## src/rtl/issue_queue_4e_pkg.sv

```systemverilog
// issue_queue_4e_pkg: shared widths, entry payload types and the wakeup/slot helpers
package issue_queue_4e_pkg;
  localparam int ROB_W = 4;
  localparam int DATA_W = 32;
  localparam int ISSUE_ENTRIES = 4;
  typedef struct packed {
    logic [ROB_W-1:0] rob;
    logic rdy;
    logic [DATA_W-1:0] value;
  } src_t;
  typedef struct packed {
    src_t src0;
    src_t src1;
    logic [ROB_W-1:0] dst_rob;
    logic branch;
    logic load;
    logic store;
    logic pipe_alu;
    logic pipe_mul;
    logic pipe_mem;
    logic pipe_bru;
    logic [1:0] bp_pattern;
    logic bp_taken;
    logic bp_hit;
    logic [DATA_W-1:0] bp_target;
  } entry_t;
  function automatic int slot_lo(int k, int w);
    return k * w;
  endfunction
  // A waiting operand whose producer tag matches the broadcast captures the value; ready operands are never overwritten.
  function automatic src_t wake(src_t s, logic wv, logic [ROB_W-1:0] wr, logic [DATA_W-1:0] wd);
    src_t r;
    r = s;
    if (!s.rdy && wv && s.rob == wr) begin
      r.rdy = 1'b1;
      r.value = wd;
    end
    return r;
  endfunction
endpackage

```

## src/rtl/issue_queue_4e_if.sv

```systemverilog
// issue_queue_4e_if: dispatch/writeback/pick bundle; master = dispatch+pick side, slave = queue
interface issue_queue_4e_if;
  import issue_queue_4e_pkg::*;
  localparam int N = ISSUE_ENTRIES;
  logic flush;
  logic enq_valid;
  logic enq_ready;
  entry_t enq;
  logic wb_valid;
  logic [ROB_W-1:0] wb_rob;
  logic [DATA_W-1:0] wb_value;
  logic [N-1:0] issue_en;
  logic [N-1:0] valid;
  logic [N*ROB_W-1:0] src0_rob, src1_rob, dst_rob;
  logic [N-1:0] src0_rdy, src1_rdy;
  logic [N*DATA_W-1:0] src0_value, src1_value, bp_target;
  logic [N-1:0] branch, load, store;
  logic [N-1:0] pipe_alu, pipe_mul, pipe_mem, pipe_bru;
  logic [2*N-1:0] bp_pattern;
  logic [N-1:0] bp_taken, bp_hit;
  logic [2:0] count;
  modport master (
    output flush, enq_valid, enq, wb_valid, wb_rob, wb_value, issue_en,
    input enq_ready, valid, src0_rob, src0_rdy, src0_value, src1_rob, src1_rdy, src1_value,
    dst_rob, branch, load, store, pipe_alu, pipe_mul, pipe_mem, pipe_bru,
    bp_pattern, bp_taken, bp_hit, bp_target, count
  );
  modport slave (
    input flush, enq_valid, enq, wb_valid, wb_rob, wb_value, issue_en,
    output enq_ready, valid, src0_rob, src0_rdy, src0_value, src1_rob, src1_rdy, src1_value,
    dst_rob, branch, load, store, pipe_alu, pipe_mul, pipe_mem, pipe_bru,
    bp_pattern, bp_taken, bp_hit, bp_target, count
  );
endinterface

```

## src/rtl/issue_queue_4e_entry.sv

```systemverilog
// issue_queue_4e_entry: one slot (valid + payload) with operand wakeup; ports we/clr/flush, wb bus, enq payload -> valid, ent
import issue_queue_4e_pkg::*;
module issue_queue_4e_entry (
  input  logic clk,
  input  logic reset,
  input  logic we,
  input  logic clr,
  input  logic flush,
  input  logic wb_valid,
  input  logic [ROB_W-1:0] wb_rob,
  input  logic [DATA_W-1:0] wb_value,
  input  entry_t enq,
  output logic valid,
  output entry_t ent
);
  entry_t nxt;
  // The same capture applies to a fresh enqueue (bypass) and to a resident entry (wakeup).
  always_comb begin
    nxt = we ? enq : ent;
    nxt.src0 = wake(nxt.src0, wb_valid, wb_rob, wb_value);
    nxt.src1 = wake(nxt.src1, wb_valid, wb_rob, wb_value);
  end
  always_ff @(posedge clk or posedge reset)
    if (reset) begin
      valid <= 1'b0;
      ent <= '0;
    end else begin
      valid <= flush ? 1'b0 : we ? 1'b1 : clr ? 1'b0 : valid;
      if (!flush && (we || valid)) ent <= nxt;
    end
endmodule

```

## src/rtl/issue_queue_4e.sv

```systemverilog
// issue_queue_4e: 4-entry issue queue; ports clk, reset, bus (slave: dispatch in, wb broadcast, pick enables, packed slot state out)
import issue_queue_4e_pkg::*;
module issue_queue_4e (
  input logic clk,
  input logic reset,
  issue_queue_4e_if.slave bus
);
  localparam int N = ISSUE_ENTRIES;
  logic [N-1:0] valid, free, sel, we;
  entry_t ent [N];
  assign bus.enq_ready = ~&valid;
  assign free = ~valid;
  // Isolate the lowest set bit of free: the lowest-index empty slot.
  assign sel = free & (-free);
  assign we = {N{bus.enq_valid & bus.enq_ready}} & sel;
  assign bus.valid = valid;
  assign bus.count = 3'($countones(valid));
  for (genvar k = 0; k < N; k++) begin : g_slot
    issue_queue_4e_entry u_entry (
      .clk(clk), .reset(reset), .we(we[k]), .clr(bus.issue_en[k]), .flush(bus.flush),
      .wb_valid(bus.wb_valid), .wb_rob(bus.wb_rob), .wb_value(bus.wb_value),
      .enq(bus.enq), .valid(valid[k]), .ent(ent[k])
    );
    assign bus.src0_rob[slot_lo(k, ROB_W) +: ROB_W] = ent[k].src0.rob;
    assign bus.src0_rdy[k] = ent[k].src0.rdy;
    assign bus.src0_value[slot_lo(k, DATA_W) +: DATA_W] = ent[k].src0.value;
    assign bus.src1_rob[slot_lo(k, ROB_W) +: ROB_W] = ent[k].src1.rob;
    assign bus.src1_rdy[k] = ent[k].src1.rdy;
    assign bus.src1_value[slot_lo(k, DATA_W) +: DATA_W] = ent[k].src1.value;
    assign bus.dst_rob[slot_lo(k, ROB_W) +: ROB_W] = ent[k].dst_rob;
    assign bus.branch[k] = ent[k].branch;
    assign bus.load[k] = ent[k].load;
    assign bus.store[k] = ent[k].store;
    assign bus.pipe_alu[k] = ent[k].pipe_alu;
    assign bus.pipe_mul[k] = ent[k].pipe_mul;
    assign bus.pipe_mem[k] = ent[k].pipe_mem;
    assign bus.pipe_bru[k] = ent[k].pipe_bru;
    assign bus.bp_pattern[slot_lo(k, 2) +: 2] = ent[k].bp_pattern;
    assign bus.bp_taken[k] = ent[k].bp_taken;
    assign bus.bp_hit[k] = ent[k].bp_hit;
    assign bus.bp_target[slot_lo(k, DATA_W) +: DATA_W] = ent[k].bp_target;
  end
endmodule

```

## src/flat_wrapper.sv

```systemverilog
// flat-port wrapper written by rule: the top's interface ports become plain ports
module issue_queue_4e_flat 
  (clk, reset, bus_flush, bus_enq_valid, bus_enq, bus_wb_valid, bus_wb_rob, bus_wb_value, bus_issue_en, bus_enq_ready, bus_valid, bus_src0_rob, bus_src0_rdy, bus_src0_value, bus_src1_rob, bus_src1_rdy, bus_src1_value, bus_dst_rob, bus_branch, bus_load, bus_store, bus_pipe_alu, bus_pipe_mul, bus_pipe_mem, bus_pipe_bru, bus_bp_pattern, bus_bp_taken, bus_bp_hit, bus_bp_target, bus_count);
  issue_queue_4e_if bus_i ();
  input logic clk;
  input logic reset;
  input wire logic [$bits(bus_i.flush)-1:0] bus_flush;
  input wire logic [$bits(bus_i.enq_valid)-1:0] bus_enq_valid;
  input wire logic [$bits(bus_i.enq)-1:0] bus_enq;
  input wire logic [$bits(bus_i.wb_valid)-1:0] bus_wb_valid;
  input wire logic [$bits(bus_i.wb_rob)-1:0] bus_wb_rob;
  input wire logic [$bits(bus_i.wb_value)-1:0] bus_wb_value;
  input wire logic [$bits(bus_i.issue_en)-1:0] bus_issue_en;
  output wire logic [$bits(bus_i.enq_ready)-1:0] bus_enq_ready;
  output wire logic [$bits(bus_i.valid)-1:0] bus_valid;
  output wire logic [$bits(bus_i.src0_rob)-1:0] bus_src0_rob;
  output wire logic [$bits(bus_i.src0_rdy)-1:0] bus_src0_rdy;
  output wire logic [$bits(bus_i.src0_value)-1:0] bus_src0_value;
  output wire logic [$bits(bus_i.src1_rob)-1:0] bus_src1_rob;
  output wire logic [$bits(bus_i.src1_rdy)-1:0] bus_src1_rdy;
  output wire logic [$bits(bus_i.src1_value)-1:0] bus_src1_value;
  output wire logic [$bits(bus_i.dst_rob)-1:0] bus_dst_rob;
  output wire logic [$bits(bus_i.branch)-1:0] bus_branch;
  output wire logic [$bits(bus_i.load)-1:0] bus_load;
  output wire logic [$bits(bus_i.store)-1:0] bus_store;
  output wire logic [$bits(bus_i.pipe_alu)-1:0] bus_pipe_alu;
  output wire logic [$bits(bus_i.pipe_mul)-1:0] bus_pipe_mul;
  output wire logic [$bits(bus_i.pipe_mem)-1:0] bus_pipe_mem;
  output wire logic [$bits(bus_i.pipe_bru)-1:0] bus_pipe_bru;
  output wire logic [$bits(bus_i.bp_pattern)-1:0] bus_bp_pattern;
  output wire logic [$bits(bus_i.bp_taken)-1:0] bus_bp_taken;
  output wire logic [$bits(bus_i.bp_hit)-1:0] bus_bp_hit;
  output wire logic [$bits(bus_i.bp_target)-1:0] bus_bp_target;
  output wire logic [$bits(bus_i.count)-1:0] bus_count;
  assign bus_i.flush = bus_flush;
  assign bus_i.enq_valid = bus_enq_valid;
  assign bus_i.enq = bus_enq;
  assign bus_i.wb_valid = bus_wb_valid;
  assign bus_i.wb_rob = bus_wb_rob;
  assign bus_i.wb_value = bus_wb_value;
  assign bus_i.issue_en = bus_issue_en;
  assign bus_enq_ready = bus_i.enq_ready;
  assign bus_valid = bus_i.valid;
  assign bus_src0_rob = bus_i.src0_rob;
  assign bus_src0_rdy = bus_i.src0_rdy;
  assign bus_src0_value = bus_i.src0_value;
  assign bus_src1_rob = bus_i.src1_rob;
  assign bus_src1_rdy = bus_i.src1_rdy;
  assign bus_src1_value = bus_i.src1_value;
  assign bus_dst_rob = bus_i.dst_rob;
  assign bus_branch = bus_i.branch;
  assign bus_load = bus_i.load;
  assign bus_store = bus_i.store;
  assign bus_pipe_alu = bus_i.pipe_alu;
  assign bus_pipe_mul = bus_i.pipe_mul;
  assign bus_pipe_mem = bus_i.pipe_mem;
  assign bus_pipe_bru = bus_i.pipe_bru;
  assign bus_bp_pattern = bus_i.bp_pattern;
  assign bus_bp_taken = bus_i.bp_taken;
  assign bus_bp_hit = bus_i.bp_hit;
  assign bus_bp_target = bus_i.bp_target;
  assign bus_count = bus_i.count;
  issue_queue_4e u_core (.clk(clk), .reset(reset), .bus(bus_i));
endmodule
```

## config.mk

```make
export PLATFORM = sky130hd
export DESIGN_NAME = issue_queue_4e_flat
export DESIGN_NICKNAME = d
export VERILOG_FILES = /design/src/rtl/issue_queue_4e_pkg.sv /design/src/rtl/issue_queue_4e_if.sv /design/src/rtl/issue_queue_4e_entry.sv /design/src/rtl/issue_queue_4e.sv /design/src/flat_wrapper.sv
export SDC_FILE = /design/constraint.sdc
export NUM_CORES = 1
export LEC_CHECK = 0
export ABC_AREA = 0
export CAP_MARGIN = 20
export CORE_AREA = 4 4 257 259
export DETAILED_ROUTE_END_ITERATION = 10
export DIE_AREA = 0 0 261 263
export GPL_ROUTABILITY_DRIVEN = 0
export GPL_TIMING_DRIVEN = 0
export PLACE_DENSITY = 0.72
export SETUP_SLACK_MARGIN = 0.05
export SYNTH_ARGS = -nofsm -noshare
export SYNTH_HDL_FRONTEND = slang
export SYNTH_HIERARCHICAL = 1
export SYNTH_SLANG_ARGS = --single-unit
```

## constraint.sdc

```tcl
create_clock -name clk -period 5.5 [get_ports clk]
set_input_delay 0.825 -clock clk [delete_from_list [all_inputs] [get_ports clk]]
set_output_delay 0.825 -clock clk [all_outputs]
set_load 0.05 [all_outputs]
```

== Yosys cells after proc, flatten, opt, wreduce, memory -nomap -nowiden ==
Index checks and enable logic that the tools add are counted.
W data, S select, Z words.
Cells by class
  add/sub/neg operators: 4
  mux-type cells: 24
  reduce and logical (&&, ||, !) cells: 59
  bitwise operators: 4
  equality and inequality tests: 8
Operator list (count)
  $mux W121: 4
  $mux W33: 8
  $eq A4 B4 Y1: 8
  $reduce_and A2 Y1: 12
  $logic_and A1 B1 Y1: 20
  $reduce_bool A2 Y1: 8
  $mux W1: 12
  $reduce_bool A3 Y1: 4
  $logic_not A1 Y1: 10
  $and A4 B4 Y4: 2
  $add A1 B1 Y2: 2
  $logic_or A1 B1 Y1: 4
  $neg A4 Y4: 1
  $not A4 Y4: 1
  $reduce_and A4 Y1: 1
  $add A3 B3 Y3: 1
  $and A1 B1 Y1: 1
Word-level totals
  register bits: 488
  logic and storage cells: 175

== Longest topological paths before layout ==
  word-level depth: 10
  depth in mapped cells: 11
  gate-level depth less buffers: 8

== Hierarchy ==
Netlist, hierarchy kept.
Modules (own cells, without submodules)
  issue_queue_4e_entry: cells an instance 490, area an instance 5903.2 µm², seq. area each 3052.9 µm², instances 4
  issue_queue_4e: cells an instance 17, area an instance 131.4 µm², seq. area each 0.0 µm², instances 1

== Least setup slack after synthesis ==
No wires, ideal clock.
  path type: register -> register
  start: register u_core.g_slot[0].u_entry.valid
  end: register u_core/g_slot[0].u_entry/ent[84] (netlist name)
  setup time: 0.123 ns
  stages on the path, launching flop included: 11
  arrival: 2.917 ns
  path buffers: 2
  data required time: 5.377 ns
  setup slack: 2.460 ns
  cell sequence: dfrtp_1 ha_1 nand3_2 and3_1 buf_6 mux2i_1 xnor2_1 nor3_4 a41o_4 buf_8 o221a_1
Between the ends
  longest elaborated chain between the ends: 10
  elaborated cells between the ends (all ways): 17
RTL lines
  from (decl): line issue_queue_4e_entry.sv:13  | output logic valid,
  from (signal assigned): line issue_queue_4e_entry.sv:28  | valid <= flush ? 1'b0 : we ? 1'b1 : clr ? 1'b0 : valid;
  $reduce_and A4 Y1 *: line issue_queue_4e.sv:11  | assign bus.enq_ready = ~&valid;
  $logic_not A1 Y1 *: line issue_queue_4e.sv:11
  named net bus_enq_ready: line flat_wrapper.sv:14  | output wire logic [$bits(bus_i.enq_ready)-1:0] bus_enq_ready;
  $and A1 B1 Y1 *: line issue_queue_4e.sv:15  | assign we = {N{bus.enq_valid & bus.enq_ready}} & sel;
  $and A4 B4 Y4 *: line issue_queue_4e.sv:15
  named net u_core.we[0]: line issue_queue_4e.sv:9  | logic [N-1:0] valid, free, sel, we;
  parallel branches: the longest is 6 deep, another holds $mux W121
Mark *: on every way through the listed nets, which the timed path passes. The select of a mux whose other input is x is not followed.
A chain may end at the register's enable or synchronous reset.

== Final worst setup path ==
  start: register u_core.g_slot[0].u_entry.valid
  end: output bus_count[1]
Between the ends
  longest elaborated chain between the ends: 2
RTL lines
  $add A1 B1 Y2 (implied by the code): line issue_queue_4e.sv:17  | assign bus.count = 3'($countones(valid));
  $add A3 B3 Y3 (implied by the code): line issue_queue_4e.sv:17
  to (decl): line flat_wrapper.sv:34  | output wire logic [$bits(bus_i.count)-1:0] bus_count;
No other way between the ends.

==> summary.txt <==
Initial antenna violation count: 8
Chip width: 261 um
Number of synthesized register bits: 488
Pwr dens: 385 nW/um^2
Global-route wire length before repair: 157000 um
WL/cell: 30.5 um
Post-route cell area: 33500 sq um
Setup TNS: 0 ns
Num CTS Buffers: 54
Setup WS pre-CTS: 1.31 ns
Top delay family on crit path: adder cells
DRC Markers: 0
PortBufs: 657
Nets: 2865
DIE AREA: 68600 sq um
Gate power share: 0.343
Flop2flop setup slack: 1.90 ns
Main synth FF type: dfrtp_1
CP Max Fanout: 6
Placed cell area: 31500 sq um
Net switching power: 0.00490 W
WS Path Type: reg -> out
Dominant cell type by area after synthesis: dfrtp_1
Final worst slack: 1.61 ns
Arr. time, crit path: 3.07 ns
Post-Syn Area per Cell: 12.0 sq um
Most common cell in the netlist: dfrtp_1
Largest cells by area after synthesis: dfrtp_1 51%, o221a_1 12%, mux2_1 10%, or3_1 6.7%, nand3_1 5.4%
Most frequent cells after synthesis: 488 x dfrtp_1, 256 x nand3_1, 256 x or3_1
Critical Path RT: 4.68 ns
Hold buffers post-CTS: 0
Worst-Skew Late Latency: 0.62 ns
I/O pins: 658
GRT Util Overall: 0.307
Starting Density: 0.372
CTS Root Cell: clkbuf_16
Final Max Tran Viols: 0
Vias/cell: 5.93
Switching Fraction: 0.380
Yosys cell types: 34
Hpwl dp: 83900 um
Int Pwr: 0.00800 W
Register Area: 12200 sq um
Leakage: 13.2 nW
Syn nets: 2148
CP Capture Type: primary output
Crit path cell chain: inv_1, fa_1, inv_1, ha_1, ha_1, clkdlybuf4s50_1
Tcrit/Tclk final: 0.708
CTS max path bufs: 3
Antenna violation net count after detailed routing: 0
Clk pin slew, worst setup/hold paths: 0.06 ns
DR pass1 iterations: 8
Mapped Cells: 1977
Max Cap Viol: 0
Fraction of registers with async set/reset: 1.00
Initial DRC Count: 2524
Clock power share: 0.311
Fillers: 5368
Wirelength, routed: 110000 um
Area growth syn-to-layout: 41.0%
Pin count of the biggest net entering global routing: 85
Worst-Margin Slew: 0.907 ns
Status: complete, no violations
Post-CTS Setup Bufs: 0
Min cycle time layout: 3.89 ns
Sink Count: 488
Die H: 263 um
Sequential fraction of the synthesis area: 0.514
CP Launch Type: flip-flop
Worst vdd ir: 0.254 mV
Final Core Density: 0.524
Max_slew headroom: 0.393
EDFF count, synth: 0
Worst min path class: reg -> reg
Via count: 21341
Hold WS: 0.483 ns
TritonCTS clock tree: built
Multi-input gate area: 10100 sq um
Netlist area before placement: 23700 sq um
Synthesis Warnings: 6
Share of layout cells above drive strength 1: 0.0942
Final Hold Fails: 0
CTS resizes: 0
Slowest stage delay, CP: 0.80 ns
Worst Path Buf+Inv: 3
H-Tree Depth: 2
Slowest CP cell: clkdlybuf4s50_1
Placeable Area: 63900 sq um
RSZ-0062 raised after global routing: no
Vias in the first global route: 21637
Congestion Overflow GR: 0
Site Rows: 93
Sequential power share: 0.346
Max Fclk: 0.257 GHz
Yosys top cell area share: 0.514
Setup violations, final: 0
Final Skew: 0.0256 ns
cell type report:
class	count	area share
inverter	13	0.00206
buffer	208	0.0401
clock inverter	29	0.0129
clock buffer	71	0.0456
multi-input combinational	1268	0.303
antenna	3	0.000224
timing repair buffer	661	0.200
sequential	488	0.365
tap	855	0.0319
worst register-to-register path, stage by stage, from the launching register on:
cell and delay, ns:
dfrtp_1 0.48, ha_1 0.27, nand3_2 0.09, and3_1 0.34, buf_6 0.23, mux2i_1 0.25
xnor2_1 0.13, nor3_4 0.66, clkbuf_1 0.51, nand3_1 0.31, o221a_1 0.22
cell usage in the layout, fill, tap and decap left out, types with 13 or more instances in the layout:
master and n:
o221a_1 248, clkbuf_1 87, dfrtp_1 488, or3_1 256, nand3_1 256, mux2_1 220
buf_8 24, clkdlybuf4s50_1 657, xnor2_1 24, buf_4 16, nor2_1 134, buf_6 20
buf_2 64, mux2i_1 32, clkinv_2 13, clkbuf_16 55
logic make-up after synthesis:
kind of cell    synth area share
compound gates             0.136
simple gates               0.158
buf+inv                   0.0585
mux                        0.118
flops                      0.514
fa+ha+maj                0.00295
xor+xnor                  0.0118
through the flow:
stage | instances | total power (W)
6_report | 3596 | 0.0129
5_1_grt | 3594 | 0.0133
4_1_cts | 3593 | 0.0129
3_5_place_dp | 3493 | 0.00894
3_3_place_gp | 3489 | 0.00887
2_1_floorplan | 1977 | 0.00711
power groups by stage:
stage          clock network [W]  registers, W  logic, W
6_report                 0.00401       0.00446   0.00443
5_1_grt                  0.00420       0.00451   0.00456
4_1_cts                  0.00405       0.00446   0.00444
3_5_place_dp                   0       0.00452   0.00442
3_3_place_gp                   0       0.00450   0.00437
2_1_floorplan                  0       0.00625  0.000856
registers in the layout (all words and copies together) (netlist names):
signal and flops:
u_core/g_slot.u_entry/ent 484, u_core/g_slot.u_entry/valid 4
metal layers:
metal / global-route usage / vias up / part of all wire
li1: - / 8933 / -
met1: 0.392 / 10613 / 0.38
met2: 0.488 / 1455 / 0.46
met3: 0.0933 / 330 / 0.11
met4: 0.127 / 10 / 0.052
met5: 0 / - / 0.00063
worst paths after layout:
kind	startpoint	end	depth (start not counted)
worst max-delay path	u_core/g_slot[0].u_entry/valid	bus_count[1]	6
worst min-delay path	u_core/g_slot[3].u_entry/ent[19]	u_core/g_slot[3].u_entry/ent[19]	1
worst max register to register	u_core/g_slot[0].u_entry/valid	u_core/g_slot[0].u_entry/ent[115]	10
worst min register to register	u_core/g_slot[3].u_entry/ent[19]	u_core/g_slot[3].u_entry/ent[19]	1
max in group asynchronous	reset	u_core/g_slot[0].u_entry/ent[48]	3
min in group asynchronous	reset	u_core/g_slot[1].u_entry/ent[13]	2
Power figures use the tool's default switching activity.
